### src/rtl/alu_result_stage_27x18.sv
// Registered P stage for the 27/18-bit SIMD ALU: result/carry capture, per-lane
// pattern detect, non-SIMD overflow/underflow flags and a saturating load counter.
module alu_result_stage_27x18 #(
    parameter int WIDTH_LO         = 27,
    parameter int WIDTH_HI         = 18,
    parameter int AUTORESET_PATDET = 0
) (
    input  logic                         clk,
    input  logic                         reset,
    input  logic                         CEP,
    input  logic                         RSTP,
    input  logic                         valid_in,
    input  logic                         USE_SIMD,
    input  logic [WIDTH_LO+WIDTH_HI-1:0] S,
    input  logic [3:0]                   result_SIMD_carry_out,
    input  logic [WIDTH_LO+WIDTH_HI-1:0] PATTERN,
    input  logic [WIDTH_LO+WIDTH_HI-1:0] MASK,
    output logic [WIDTH_LO+WIDTH_HI-1:0] P,
    output logic [WIDTH_LO+WIDTH_HI-1:0] P_FB,
    output logic [3:0]                   CARRYOUT,
    output logic                         valid_out,
    output logic [1:0]                   PATTERNDETECT,
    output logic [1:0]                   PATTERNBDETECT,
    output logic                         OVERFLOW,
    output logic                         UNDERFLOW,
    output logic [15:0]                  ACC_COUNT
);

    localparam int W = WIDTH_LO + WIDTH_HI;
    localparam logic [W-1:0] LO_SEL = {{WIDTH_HI{1'b0}}, {WIDTH_LO{1'b1}}};
    localparam logic [W-1:0] HI_SEL = ~LO_SEL;

    // True when every selected, unmasked bit of v equals pat.
    function automatic logic lane_match(input logic [W-1:0] v, input logic [W-1:0] pat,
                                        input logic [W-1:0] msk, input logic [W-1:0] sel);
        return &((v ~^ pat) | msk | ~sel);
    endfunction

    logic [W-1:0]  p_q, p_d;
    logic [3:0]    co_q, co_d;
    logic          valid_q, valid_d;
    logic [1:0]    pd_q, pd_d, pbd_q, pbd_d;
    logic          pd_past_q, pd_past_d, pbd_past_q, pbd_past_d;
    logic          ovf_q, ovf_d, unf_q, unf_d;
    logic [15:0]   cnt_q, cnt_d;
    logic          mode_q, mode_d;

    logic          autoreset_s;
    logic [W-1:0]  ld_s;
    logic [1:0]    pd_new_s, pbd_new_s;
    logic          pd_lo_s, pd_hi_s, pbd_lo_s, pbd_hi_s;
    logic          pd_past_new_s, pbd_past_new_s;

    // Value actually loaded on a load edge and the detect results derived from it.
    always_comb begin
        autoreset_s = (AUTORESET_PATDET != 0) && (mode_q ? (&pd_q) : pd_q[0]);
        ld_s        = autoreset_s ? {W{1'b0}} : S;
        pd_lo_s     = lane_match(ld_s, PATTERN, MASK, LO_SEL);
        pd_hi_s     = lane_match(ld_s, PATTERN, MASK, HI_SEL);
        pbd_lo_s    = lane_match(ld_s, ~PATTERN, MASK, LO_SEL);
        pbd_hi_s    = lane_match(ld_s, ~PATTERN, MASK, HI_SEL);
        if (USE_SIMD) begin
            pd_new_s  = {pd_hi_s, pd_lo_s};
            pbd_new_s = {pbd_hi_s, pbd_lo_s};
        end else begin
            pd_new_s  = {2{pd_lo_s & pd_hi_s}};
            pbd_new_s = {2{pbd_lo_s & pbd_hi_s}};
        end
        // A mode switch discards history so the first load in the new mode cannot flag.
        pd_past_new_s  = (USE_SIMD == mode_q) ? pd_q[0]  : 1'b0;
        pbd_past_new_s = (USE_SIMD == mode_q) ? pbd_q[0] : 1'b0;
    end

    // Next-state selection: RSTP, then CEP hold, then idle, then load.
    always_comb begin
        p_d        = p_q;
        co_d       = co_q;
        valid_d    = valid_q;
        pd_d       = pd_q;
        pbd_d      = pbd_q;
        pd_past_d  = pd_past_q;
        pbd_past_d = pbd_past_q;
        ovf_d      = ovf_q;
        unf_d      = unf_q;
        cnt_d      = cnt_q;
        mode_d     = mode_q;
        if (RSTP) begin
            p_d        = {W{1'b0}};
            co_d       = 4'd0;
            valid_d    = 1'b0;
            pd_d       = 2'b00;
            pbd_d      = 2'b00;
            pd_past_d  = 1'b0;
            pbd_past_d = 1'b0;
            ovf_d      = 1'b0;
            unf_d      = 1'b0;
            cnt_d      = 16'd0;
        end else if (!CEP) begin
            valid_d = valid_q;
        end else if (!valid_in) begin
            valid_d = 1'b0;
        end else begin
            p_d        = ld_s;
            valid_d    = 1'b1;
            mode_d     = USE_SIMD;
            pd_d       = pd_new_s;
            pbd_d      = pbd_new_s;
            pd_past_d  = pd_past_new_s;
            pbd_past_d = pbd_past_new_s;
            ovf_d      = !USE_SIMD && pd_past_new_s  && !pd_new_s[0] && !pbd_new_s[0];
            unf_d      = !USE_SIMD && pbd_past_new_s && !pd_new_s[0] && !pbd_new_s[0];
            if (autoreset_s) begin
                co_d  = 4'd0;
                cnt_d = 16'd0;
            end else begin
                // Lane-0 carries are internal to the 45-bit add when not in SIMD mode.
                co_d  = USE_SIMD ? result_SIMD_carry_out : {result_SIMD_carry_out[3:2], 2'b00};
                cnt_d = (cnt_q == 16'hFFFF) ? cnt_q : cnt_q + 16'd1;
            end
        end
    end

    // State registers.
    always_ff @(posedge clk or posedge reset) begin
        if (reset) begin
            p_q        <= {W{1'b0}};
            co_q       <= 4'd0;
            valid_q    <= 1'b0;
            pd_q       <= 2'b00;
            pbd_q      <= 2'b00;
            pd_past_q  <= 1'b0;
            pbd_past_q <= 1'b0;
            ovf_q      <= 1'b0;
            unf_q      <= 1'b0;
            cnt_q      <= 16'd0;
            mode_q     <= 1'b0;
        end else begin
            p_q        <= p_d;
            co_q       <= co_d;
            valid_q    <= valid_d;
            pd_q       <= pd_d;
            pbd_q      <= pbd_d;
            pd_past_q  <= pd_past_d;
            pbd_past_q <= pbd_past_d;
            ovf_q      <= ovf_d;
            unf_q      <= unf_d;
            cnt_q      <= cnt_d;
            mode_q     <= mode_d;
        end
    end

    assign P              = p_q;
    assign P_FB           = p_q;
    assign CARRYOUT       = co_q;
    assign valid_out      = valid_q;
    assign PATTERNDETECT  = pd_q;
    assign PATTERNBDETECT = pbd_q;
    assign OVERFLOW       = ovf_q;
    assign UNDERFLOW      = unf_q;
    assign ACC_COUNT      = cnt_q;

endmodule

### config.mk
export PLATFORM = sky130hd
export DESIGN_NAME = alu_result_stage_27x18
export DESIGN_NICKNAME = d
export VERILOG_FILES = /design/src/rtl/alu_result_stage_27x18.sv
export SDC_FILE = /design/constraint.sdc
export NUM_CORES = 1
export LEC_CHECK = 0
export CAP_MARGIN = 15
export CORE_AREA = 2 2 113 115
export CTS_BUF_LIST = sky130_fd_sc_hd__clkbuf_8
export CTS_CLUSTER_SIZE = 14
export DETAILED_ROUTE_END_ITERATION = 8
export DIE_AREA = 0 0 115 117
export PLACE_DENSITY = 0.79
export SLEW_MARGIN = 20
export SYNTH_ARGS = -nofsm -noshare
export SYNTH_HDL_FRONTEND = slang
export SYNTH_SLANG_ARGS = --single-unit
### constraint.sdc
create_clock -name clk -period 2.4 [get_ports clk]
set_input_delay 0.6 -clock clk [delete_from_list [all_inputs] [get_ports clk]]
set_output_delay 0.6 -clock clk [all_outputs]
set_load 0.03 [all_outputs]
==> flow_metrics.py, run 1 <==
metrics = {
    "routing": {
        "wl_per_cell_um": 18.8,
        "drc_errors": 0,
        "via_per_inst": 5.03,
        "wl_um": 15300,
        "ant_nets": 0,
        "first_pass_iters": 4,
        "drt_iter0_markers": 183,
        "num_vias": 4101,
    },
    "place": {
        "gp_congestion": 0.868,
        "port_buffers": 261,
        "pre_cts_ws_ns": -0.453,
        "dp_hpwl_um": 12000,
        "dp_cells": 799,
    },
    "worst_hold_path": {
        "hp-class": "reg -> reg",
        "hold_depth": 2,
        "worstHoldEndpoint": "PATTERNBDETECT[1]$_DFFE_PP0P_",
        "worstHoldStart": "PATTERNBDETECT[1]$_DFFE_PP0P_",
    },
    "power": {
        "power_density_nw_per_um2": 476,
        "vdd_ir_drop_max_mv": 0.275,
        "p_leak_nw": 3.04,
        "p_total_w": 0.00340,
    },
    "global_route": {
        "antenna_found_initial": 0,
        "overflow": 0,
        "grt.total_usage_pct": 22.1,
        "grt_pass1_vias": 4305,
        "grt_pass1_wl_um": 22700,
        "grt_max_degree": 54,
    },
    "layout": {
        "antenna_cells": 0,
        "fillerInstances": 1078,
        "register_area_um2": 1830,
        "multi_input_area_um2": 1960,
        "num-nets-final": 806,
        "fin_cells": 815,
        "area_growth_pct": 70.1,
        "utilization_pct": 58.1,
        "layout-drive-gt1-share_pct": 9.17,
    },
    "synthesis": {
        "synth_edf_count": 0,
        "synth_area_leader_cell": "dfrtp_1",
        "synthFlopType": "dfrtp_1",
        "synthSimpleGateAreaFrac_pct": 13.5,
        "synth_seq_cells": 73,
        "syn_nets": 568,
        "synth_adder_area_share_pct": 0.298,
        "synth_compound_area_share_pct": 18.5,
        "syn_area_per_cell_um2": 9.96,
        "yosys_warnings": 0,
        "ys_seq_area_share_pct": 43.5,
        "ys_types": 42,
        "synth_area_um2": 4200,
        "syn_inst": 422,
        "synthTopCellsByCount": "dfrtp_1 (73), a22o_1 (49), xnor2_1 (47)",
        "ys_top_cells_by_area": "dfrtp_1 (43%), a22o_1 (10%), xnor2_1 (9.8%)",
        "synth_most_common_cell": "dfrtp_1",
        "synth_top_family_by_area": "compound AO/OA/AOI/OAI gates",
        "synth_top_area_share_pct": 43.5,
        "synth_xor_area_share_pct": 11.9,
        "synthMuxAreaShare_pct": 0.268,
        "async_flop_share_pct": 100,
    },
    "setup_path": {
        "worstPathRequired_ns": 2.64,
        "crit_path_start_kind": "input port",
        "path_cells": "clkdlybuf4s50_1, xnor2_2, o22ai_1, or4_4, nor4_4, and2b_1, o31ai_1",
        "r2r_cells": 7,
        "r2r_end": "ACC_COUNT[15]$_DFFE_PP0P_",
        "r2r-start": "ACC_COUNT[9]$_DFFE_PP0P_",
        "timing.critical_path.slowest_cell_delay_ns": 0.50,
        "slowest_stage": "or4_4",
        "crit_type": "in -> reg",
        "regToRegSetupSlack_ns": 0.43,
        "worstPathArrival_ns": 2.60,
        "path_max_fanout": 3,
        "cp-end-kind": "register",
    },
    "timing": {
        "clock.fmax_ghz": 0.423,
        "fin_crit_sh_pct": 98.5,
        "finalHoldViolCount": 0,
        "tns_ns": 0,
        "setup_violations": 0,
        "tightest_slew_ns": 0.574,
        "fin_skew_ns": 0.00329,
        "min_period_ns": 2.36,
        "slew_headroom_pct": 61.6,
        "finalWorstSetupSlack_ns": 0.0350,
        "slew_viol_final": 0,
    },
    "cts": {
        "cts_setup_buffers": 0,
        "path_clk_slew_ns": 0.08,
        "tritoncts": "yes",
        "cts_buffers": 9,
        "cts_root_buffer": "clkbuf_8",
        "cts.sinks": 73,
        "htreeDepth": 3,
        "holdBufCountCts": 0,
        "cts_buffer_depth": 2,
        "insertion_delay_ns": 0.35,
    },
    "die": {
        "die-height_um": 117,
        "die_x_um": 115,
        "fp.coreArea_um2": 12300,
        "ios": 262,
        "die_area_um2": 13500,
        "initial_core_util_pct": 34.1,
        "rows": 41,
    },
    "flow_run": {
        "cap_violations": 0,
    },
    "run_status": {
        "status": "finished, final reports clean",
    },
}
[stage by stage]
step                cell area [µm²]  hold slack [ns]
global placement               6830            0.456
floorplan                      4210            0.447
finish                         7150            0.478
global route                   7150            0.519
CTS                            7090            0.490
detailed placement             6830            0.471
[cell families (layout without fill, tap and decap cells)]
group	count (synthesis)	count (layout)
DFF	73	73
buffers and inverters	87	330
AOI/OAI and AO/OA	99	99
and+or+nand+nor	104	104
xor gates and xnor gates	57	57
muxes	1	1
adders and majority gates	1	1
[worst max-delay path by stage]
stage / startpoint / end / slack, ns / cells after the start
floorplan: PATTERN[17] / OVERFLOW$_DFFE_PP0P_ / 0.36 / 6
global placement: S[24] / OVERFLOW$_DFFE_PP0P_ / -0.44 / 7
detailed placement: S[17] / UNDERFLOW$_DFFE_PP0P_ / -0.45 / 7
CTS: S[26] / OVERFLOW$_DFFE_PP0P_ / 0.02 / 8
global route: PATTERN[22] / OVERFLOW$_DFFE_PP0P_ / -0.03 / 7
finish: PATTERN[22] / OVERFLOW$_DFFE_PP0P_ / 0.04 / 7
[power by group]
group	internal (W)	switching (W)	total, W
Combinational	0.000520	0.000470	0.000990
Clock	0.000594	0.000505	0.00110
Sequential	0.00127	0.0000385	0.00131
[what timing repair did]
action                                 in CTS  in global routing
setup endpoints to repair                   3                  3
endpoints found under the hold margin       0                  0
cloned                                      0                  0
gates resized for setup                     4                 12
pin swaps                                   3                  4
[layer usage]
layer | global-route usage (%) | wire [µm] | part of all wire [%]
met5 | 0 | 0 | 0
met4 | 8.84 | 378 | 2.5
met3 | 5.25 | 1100 | 7.1
met2 | 39.8 | 8060 | 52
met1 | 25.4 | 5810 | 38
[layout by cell type (no fill, tap or decap), types with 4 or more instances in the layout]
cell | netlist | layout
dlymetal6s2s_1 | 0 | 6
nand2_1 | 21 | 21
nor2_1 | 26 | 25
and3_1 | 4 | 4
nand2b_1 | 19 | 19
xnor2_2 | 0 | 9
dfrtp_1 | 73 | 73
xnor2_1 | 47 | 38
nand4_1 | 10 | 10
clkdlybuf4s50_1 | 0 | 255
inv_1 | 28 | 27
buf_4 | 46 | 23
clkbuf_8 | 0 | 9
nand3_1 | 4 | 4
a22o_1 | 49 | 49
a22oi_1 | 11 | 11
xor2_1 | 10 | 10
o22ai_1 | 22 | 21
nor3_1 | 4 | 4
[critical path: cells and delay by family]
family	cells	cell delay, ns
compound gates	2	0.22
xor+xnor	1	0.21
buf+inv	1	0.47
simple gates	3	1.10
[layout make-up]
| cell class | count | share of cell area [%] |
|---|---|---|
| repair buffers | 286 | 39.7 |
| clock inverters | 7 | 1.42 |
| well taps | 150 | 2.63 |
| multi-input cells | 262 | 27.4 |
| clock buffers | 9 | 1.73 |
| flip-flops and latches | 73 | 25.6 |
| inverters | 28 | 1.52 |
[state kept, by name, indices dropped and copies added, names as in the netlist]
register        count
OVERFLOW            1
UNDERFLOW           1
mode_q              1
PATTERNDETECT       2
PATTERNBDETECT      2
valid_out           1
P                  45
ACC_COUNT          16
CARRYOUT            4
Power figures use the tool's default switching activity.
==> run 2, diff against run 1 <==
--- a/config.mk
+++ b/config.mk
@@ -12,6 +12,7 @@
 export DETAILED_ROUTE_END_ITERATION = 8
 export DIE_AREA = 0 0 115 117
 export PLACE_DENSITY = 0.79
+export REMOVE_ABC_BUFFERS = 1
 export SLEW_MARGIN = 20
 export SYNTH_ARGS = -nofsm -noshare
 export SYNTH_HDL_FRONTEND = slang
==> run 2 against run 1 <==
Sequential power hardly changed. Clock skew is 0.0043 ns higher. Maximum frequency is 1.4% higher. First-iteration DRC count is 22% higher. Highest routed layer unchanged. Critical path depth is 1 higher. Power is 0.51% lower. Largest power group unchanged. Sequential share of layout area is 0.058 points higher. Worst setup slack better by 0.034 ns. Final cell count is 0.25% lower.
==> flow_metrics.py, run 2 (synthesis gave the netlist of run 1 again) <==
metrics = {
    "setup_path": {
        "regToRegSetupSlack_ns": 0.43,
        "cp-end-kind": "register",
        "path_cells": "clkdlybuf4s50_1, xnor2_2, o22ai_1, nor4_2, nand3_1, nor4_4, and2b_1, o31ai_1",
        "worstPathRequired_ns": 2.63,
        "crit_path_start_kind": "input port",
        "r2r-start": "ACC_COUNT[9]$_DFFE_PP0P_",
        "r2r_cells": 7,
        "path_max_fanout": 3,
        "r2r_end": "ACC_COUNT[11]$_DFFE_PP0P_",
        "timing.critical_path.slowest_cell_delay_ns": 0.47,
        "crit_type": "in -> reg",
        "slowest_stage": "clkdlybuf4s50_1",
        "worstPathArrival_ns": 2.56,
    },
    "timing": {
        "tightest_slew_ns": 0.635,
        "fin_skew_ns": 0.00763,
        "hold-worst-slack_ns": 0.481,
        "rsz0062_at_grt": "true",
        "fin_crit_sh_pct": 97.1,
        "min_period_ns": 2.33,
        "clock.fmax_ghz": 0.429,
        "finalHoldViolCount": 0,
        "setup_violations": 0,
        "slew_headroom_pct": 57.6,
        "slew_viol_final": 0,
    },
    "layout": {
        "final_cell_mix": "clkdlybuf4s50_1 (253), dfrtp_1 (73), a22o_1 (49), xnor2_1 (40), inv_1 (27)",
        "layout-drive-gt1-share_pct": 8.90,
        "antenna_cells": 0,
        "area_growth_pct": 69.7,
        "final_common_cell": "clkdlybuf4s50_1",
        "largest_reg_flops": 45,
        "num-nets-final": 805,
    },
    "global_route": {
        "grt_pass1_vias": 4267,
        "overflow": 0,
        "antenna_found_initial": 0,
        "grt_max_degree": 56,
        "grt_pass1_wl_um": 22000,
        "grt.total_usage_pct": 21.3,
    },
    "place": {
        "gp_congestion": 0.914,
        "dp_hpwl_um": 11800,
        "port_buffers": 261,
    },
    "die": {
        "ios": 262,
        "die_x_um": 115,
        "die-height_um": 117,
        "fp.coreArea_um2": 12300,
        "rows": 41,
        "initial_core_util_pct": 34.1,
        "die_area_um2": 13500,
    },
    "cts": {
        "cts_buffer_depth": 2,
        "tritoncts": "yes",
        "holdBufCountCts": 0,
        "cts_root_buffer": "clkbuf_8",
        "cts_buffers": 9,
        "cts.sinks": 73,
        "path_clk_slew_ns": 0.08,
        "htreeDepth": 3,
        "insertion_delay_ns": 0.35,
    },
    "routing": {
        "wl_um": 14900,
        "via_per_inst": 5.05,
        "drt_iter0_markers": 224,
        "wl_per_cell_um": 18.3,
        "ant_nets": 0,
        "drc_errors": 0,
        "num_vias": 4105,
        "first_pass_iters": 4,
    },
    "flow_run": {
        "cap_violations": 0,
    },
    "run_status": {
        "status": "finished, final reports clean",
    },
    "power": {
        "power_density_nw_per_um2": 474,
        "p_total_w": 0.00338,
        "p_leak_nw": 3.04,
        "vdd_ir_drop_max_mv": 0.285,
    },
    "worst_hold_path": {
        "worstHoldStart": "PATTERNBDETECT[1]$_DFFE_PP0P_",
        "worstHoldEndpoint": "PATTERNBDETECT[1]$_DFFE_PP0P_",
        "hold_depth": 2,
        "hp-class": "reg -> reg",
    },
}
run 2: how the worst max path moves through the flow:
stage | startpoint | end | cells past startpoint
finish | S[9] | UNDERFLOW$_DFFE_PP0P_ | 8
global route | S[9] | UNDERFLOW$_DFFE_PP0P_ | 8
CTS | S[12] | UNDERFLOW$_DFFE_PP0P_ | 7
detailed placement | S[12] | UNDERFLOW$_DFFE_PP0P_ | 7
global placement | PATTERN[12] | OVERFLOW$_DFFE_PP0P_ | 7
floorplan | valid_in | ACC_COUNT[15]$_DFFE_PP0P_ | 5
run 2: final cells by class:
| cell class | instances | area [µm²] |
|---|---|---|
| Clock buffer | 10 | 138 |
| Multi-Input combinational cell | 262 | 1960 |
| Timing Repair Buffer | 285 | 2840 |
| Clock inverter | 5 | 80.1 |
| Sequential cell | 73 | 1830 |
| Tap cell | 150 | 188 |
| Inverter | 28 | 106 |
| Fill cell | 1057 | 5180 |
run 2: through the flow:
step                      TNS [ns]  instances  cell area [µm²]  worst slack, ns  utilization [%]
after floorplan             -63.32        363             3800            -1.18                -
after global placement       -1.45        797             6820           -0.302             55.4
after detailed placement     -1.58        797             6820           -0.356             55.4
after CTS                        0        812             7030           0.0258             57.1
after global routing       -0.0131        813             7130          -0.0131             57.9
final                            0        813             7130           0.0686             57.9
run 2: worst max-delay path: cells and delay by family:
family | cells | cell delay (ns)
buffers and inverters | 1 | 0.47
XOR/XNOR | 1 | 0.22
AO/OA/AOI/OAI | 2 | 0.22
AND/OR/NAND/NOR | 4 | 1.05
run 2: repair_timing:
action	CTS	global route
endpoints found under the setup margin	0	4
resized for setup	0	18
buffers inserted	0	1
endpoints found under the hold margin	0	0
run 2: power by group:
group	switching (W)	leakage (nW)	total, W	internal (W)
clock network	0.000482	0.104	0.00109	0.000607
registers	0.0000385	0.998	0.00131	0.00127
logic	0.000465	1.94	0.000983	0.000517
run 2: routing by layer:
metal	GRT usage [%]	up-vias	routed length, µm
met5	0	-	0
met4	8.27	0	323
met3	4.84	24	1040
met2	38.5	183	7620
met1	24.5	1976	5880
li1	-	1922	-
==> run 3, diff against run 2 <==
--- a/config.mk
+++ b/config.mk
@@ -6,12 +6,12 @@
 export NUM_CORES = 1
 export LEC_CHECK = 0
 export CAP_MARGIN = 15
-export CORE_AREA = 2 2 113 115
+export CORE_AREA = 2 2 109 111
 export CTS_BUF_LIST = sky130_fd_sc_hd__clkbuf_8
 export CTS_CLUSTER_SIZE = 14
 export DETAILED_ROUTE_END_ITERATION = 8
-export DIE_AREA = 0 0 115 117
-export PLACE_DENSITY = 0.79
+export DIE_AREA = 0 0 111 113
+export PLACE_DENSITY = 0.81
 export REMOVE_ABC_BUFFERS = 1
 export SLEW_MARGIN = 20
 export SYNTH_ARGS = -nofsm -noshare
==> constraint.sdc (replaced) <==
create_clock -name clk -period 2.3 [get_ports clk]
set_input_delay 0.575 -clock clk [delete_from_list [all_inputs] [get_ports clk]]
set_output_delay 0.575 -clock clk [all_outputs]
set_load 0.03 [all_outputs]
==> run 3 against run 2 <==
Die area decreased by 6.8%. Combinational power increased by 7%. Highest routed layer unchanged. Worst setup slack improved by 0.041 ns. Largest power group unchanged. Power increased by 11%. Clock power increased by 23%. Hold slack got worse by 0.0049 ns.
==> flow_metrics.py, run 3 (synthesis gave the netlist of run 1 again) <==
metrics = {
    "setup_path": {
        "worstPathArrival_ns": 2.44,
        "path_max_fanout": 3,
        "cp_num_buf_inv": 1,
        "critPathTopFamily": "simple AND/OR/NAND/NOR gates",
        "crit_type": "in -> reg",
        "slowest_stage": "clkdlybuf4s50_1",
        "timing.critical_path.slowest_cell_delay_ns": 0.52,
        "crit_path_start_kind": "input port",
        "cp-end-kind": "register",
        "worstPathRequired_ns": 2.55,
        "path_cells": "clkdlybuf4s50_1, xnor2_2, o22ai_1, nor4_1, nand3_1, nor4_4, and2b_1, o31ai_1",
    },
    "timing": {
        "clock.fmax_ghz": 0.457,
        "fin_crit_sh_pct": 95.2,
        "setup_violations": 0,
        "slew_headroom_pct": 65.0,
        "slew_viol_final": 0,
        "tns_ns": 0,
        "fin_skew_ns": 0.00217,
        "finalWorstSetupSlack_ns": 0.110,
        "finalHoldViolCount": 0,
        "tightest_slew_ns": 0.522,
        "min_period_ns": 2.19,
    },
    "global_route": {
        "grt_pass1_vias": 4551,
        "grt_pass1_wl_um": 23900,
        "grt.total_usage_pct": 24.4,
        "antenna_found_initial": 1,
        "grt_max_degree": 74,
        "overflow": 0,
    },
    "cts": {
        "holdBufCountCts": 0,
        "cts.sinks": 73,
        "cts_buffers": 9,
        "htreeDepth": 3,
        "path_clk_slew_ns": 0.08,
        "tritoncts": "yes",
        "insertion_delay_ns": 0.36,
        "cts_root_buffer": "clkbuf_8",
        "cts_buffer_depth": 2,
    },
    "die": {
        "die_x_um": 111,
        "initial_core_util_pct": 37.3,
        "fp.coreArea_um2": 11300,
        "ios": 262,
        "die-height_um": 113,
        "rows": 39,
        "die_area_um2": 12500,
    },
    "routing": {
        "first_pass_iters": 6,
        "via_per_inst": 5.15,
        "drc_errors": 0,
        "num_vias": 4234,
        "drt_iter0_markers": 262,
        "wl_per_cell_um": 18.5,
        "wl_um": 15200,
        "ant_nets": 0,
    },
    "layout": {
        "utilization_pct": 64.5,
        "fin_cells": 822,
        "final_common_cell": "clkdlybuf4s50_1",
        "largest_reg_flops": 45,
        "final_cell_mix": "clkdlybuf4s50_1 (251), dfrtp_1 (73), a22o_1 (49), xnor2_1 (39), buf_4 (37)",
        "area_growth_pct": 73.1,
        "layout-drive-gt1-share_pct": 10.5,
        "num-nets-final": 820,
        "fillerInstances": 866,
    },
    "place": {
        "pre_cts_ws_ns": -0.393,
        "dp_hpwl_um": 11700,
        "port_buffers": 261,
        "gp_congestion": 0.884,
        "dp_cells": 806,
    },
    "power": {
        "p_leak_nw": 3.16,
        "vdd_ir_drop_max_mv": 0.342,
        "p_total_w": 0.00376,
        "power_density_nw_per_um2": 517,
    },
    "worst_hold_path": {
        "hp-class": "reg -> reg",
    },
    "run_status": {
        "status": "finished, final reports clean",
    },
    "flow_run": {
        "cap_violations": 0,
    },
}
==> run 3: what timing repair did <==
| item | in CTS | in global routing |
|---|---|---|
| setup buffers | 0 | 0 |
| endpoints found under the setup margin | 0 | 3 |
| resized for setup | 0 | 18 |
==> run 3: layer usage <==
layer | track usage [%] | up-vias | share of wire (%)
met5 | 0 | - | 0
met4 | 10.1 | 0 | 2.5
met3 | 6.00 | 29 | 7.0
met2 | 45.3 | 201 | 53
met1 | 26.6 | 2050 | 38
li1 | - | 1954 | -
==> run 3: power breakdown <==
group	internal, W	leakage, nW	switching (W)	total, W
Clock	0.000823	0.131	0.000519	0.00134
Sequential	0.00133	0.998	0.0000404	0.00137
Combinational	0.000561	2.03	0.000486	0.00105
Total	0.00271	3.16	0.00105	0.00376
==> run 3: layout make-up <==
cell class	instances	area (µm²)	area share (%)
timing repair buffer	300	2960	40.6
multi-input combinational	262	1950	26.8
sequential	73	1830	25.1
tap	143	179	2.46
clock inverter	6	133	1.82
clock buffer	9	124	1.70
inverter	28	106	1.46
antenna	1	2.50	0.0344
==> run 3: per-stage QoR <==
stage	hold slack [ns]	area (µm²)
global placement	0.457	6930
finish	0.476	7270
global route	0.509	7270
CTS	0.485	7180
detailed placement	0.459	6930
floorplan	0.446	3800
==> run 3: final timing paths <==
path                                                       to                     startpoint  slack [ns]  depth (start not counted)
worst max-delay path                    UNDERFLOW$_DFFE_PP0P_                    PATTERN[18]        0.11                          8
max in group asynchronous                   P[39]$_DFFE_PP0P_                          reset        1.37                          3
worst min register to register  PATTERNBDETECT[1]$_DFFE_PP0P_  PATTERNBDETECT[1]$_DFFE_PP0P_        0.48                          2
worst min-delay path            PATTERNBDETECT[1]$_DFFE_PP0P_  PATTERNBDETECT[1]$_DFFE_PP0P_        0.48                          2
min in group asynchronous                   P[25]$_DFFE_PP0P_                          reset        0.61                          3
worst max register to register      ACC_COUNT[15]$_DFFE_PP0P_       ACC_COUNT[6]$_DFFE_PP0P_        0.41                          8
==> run 3: worst min-delay path, stage by stage, from the launching register on <==
cell and delay (ns):
dfrtp_1 0.35, nand2_1 0.05, nand2_1 0.05
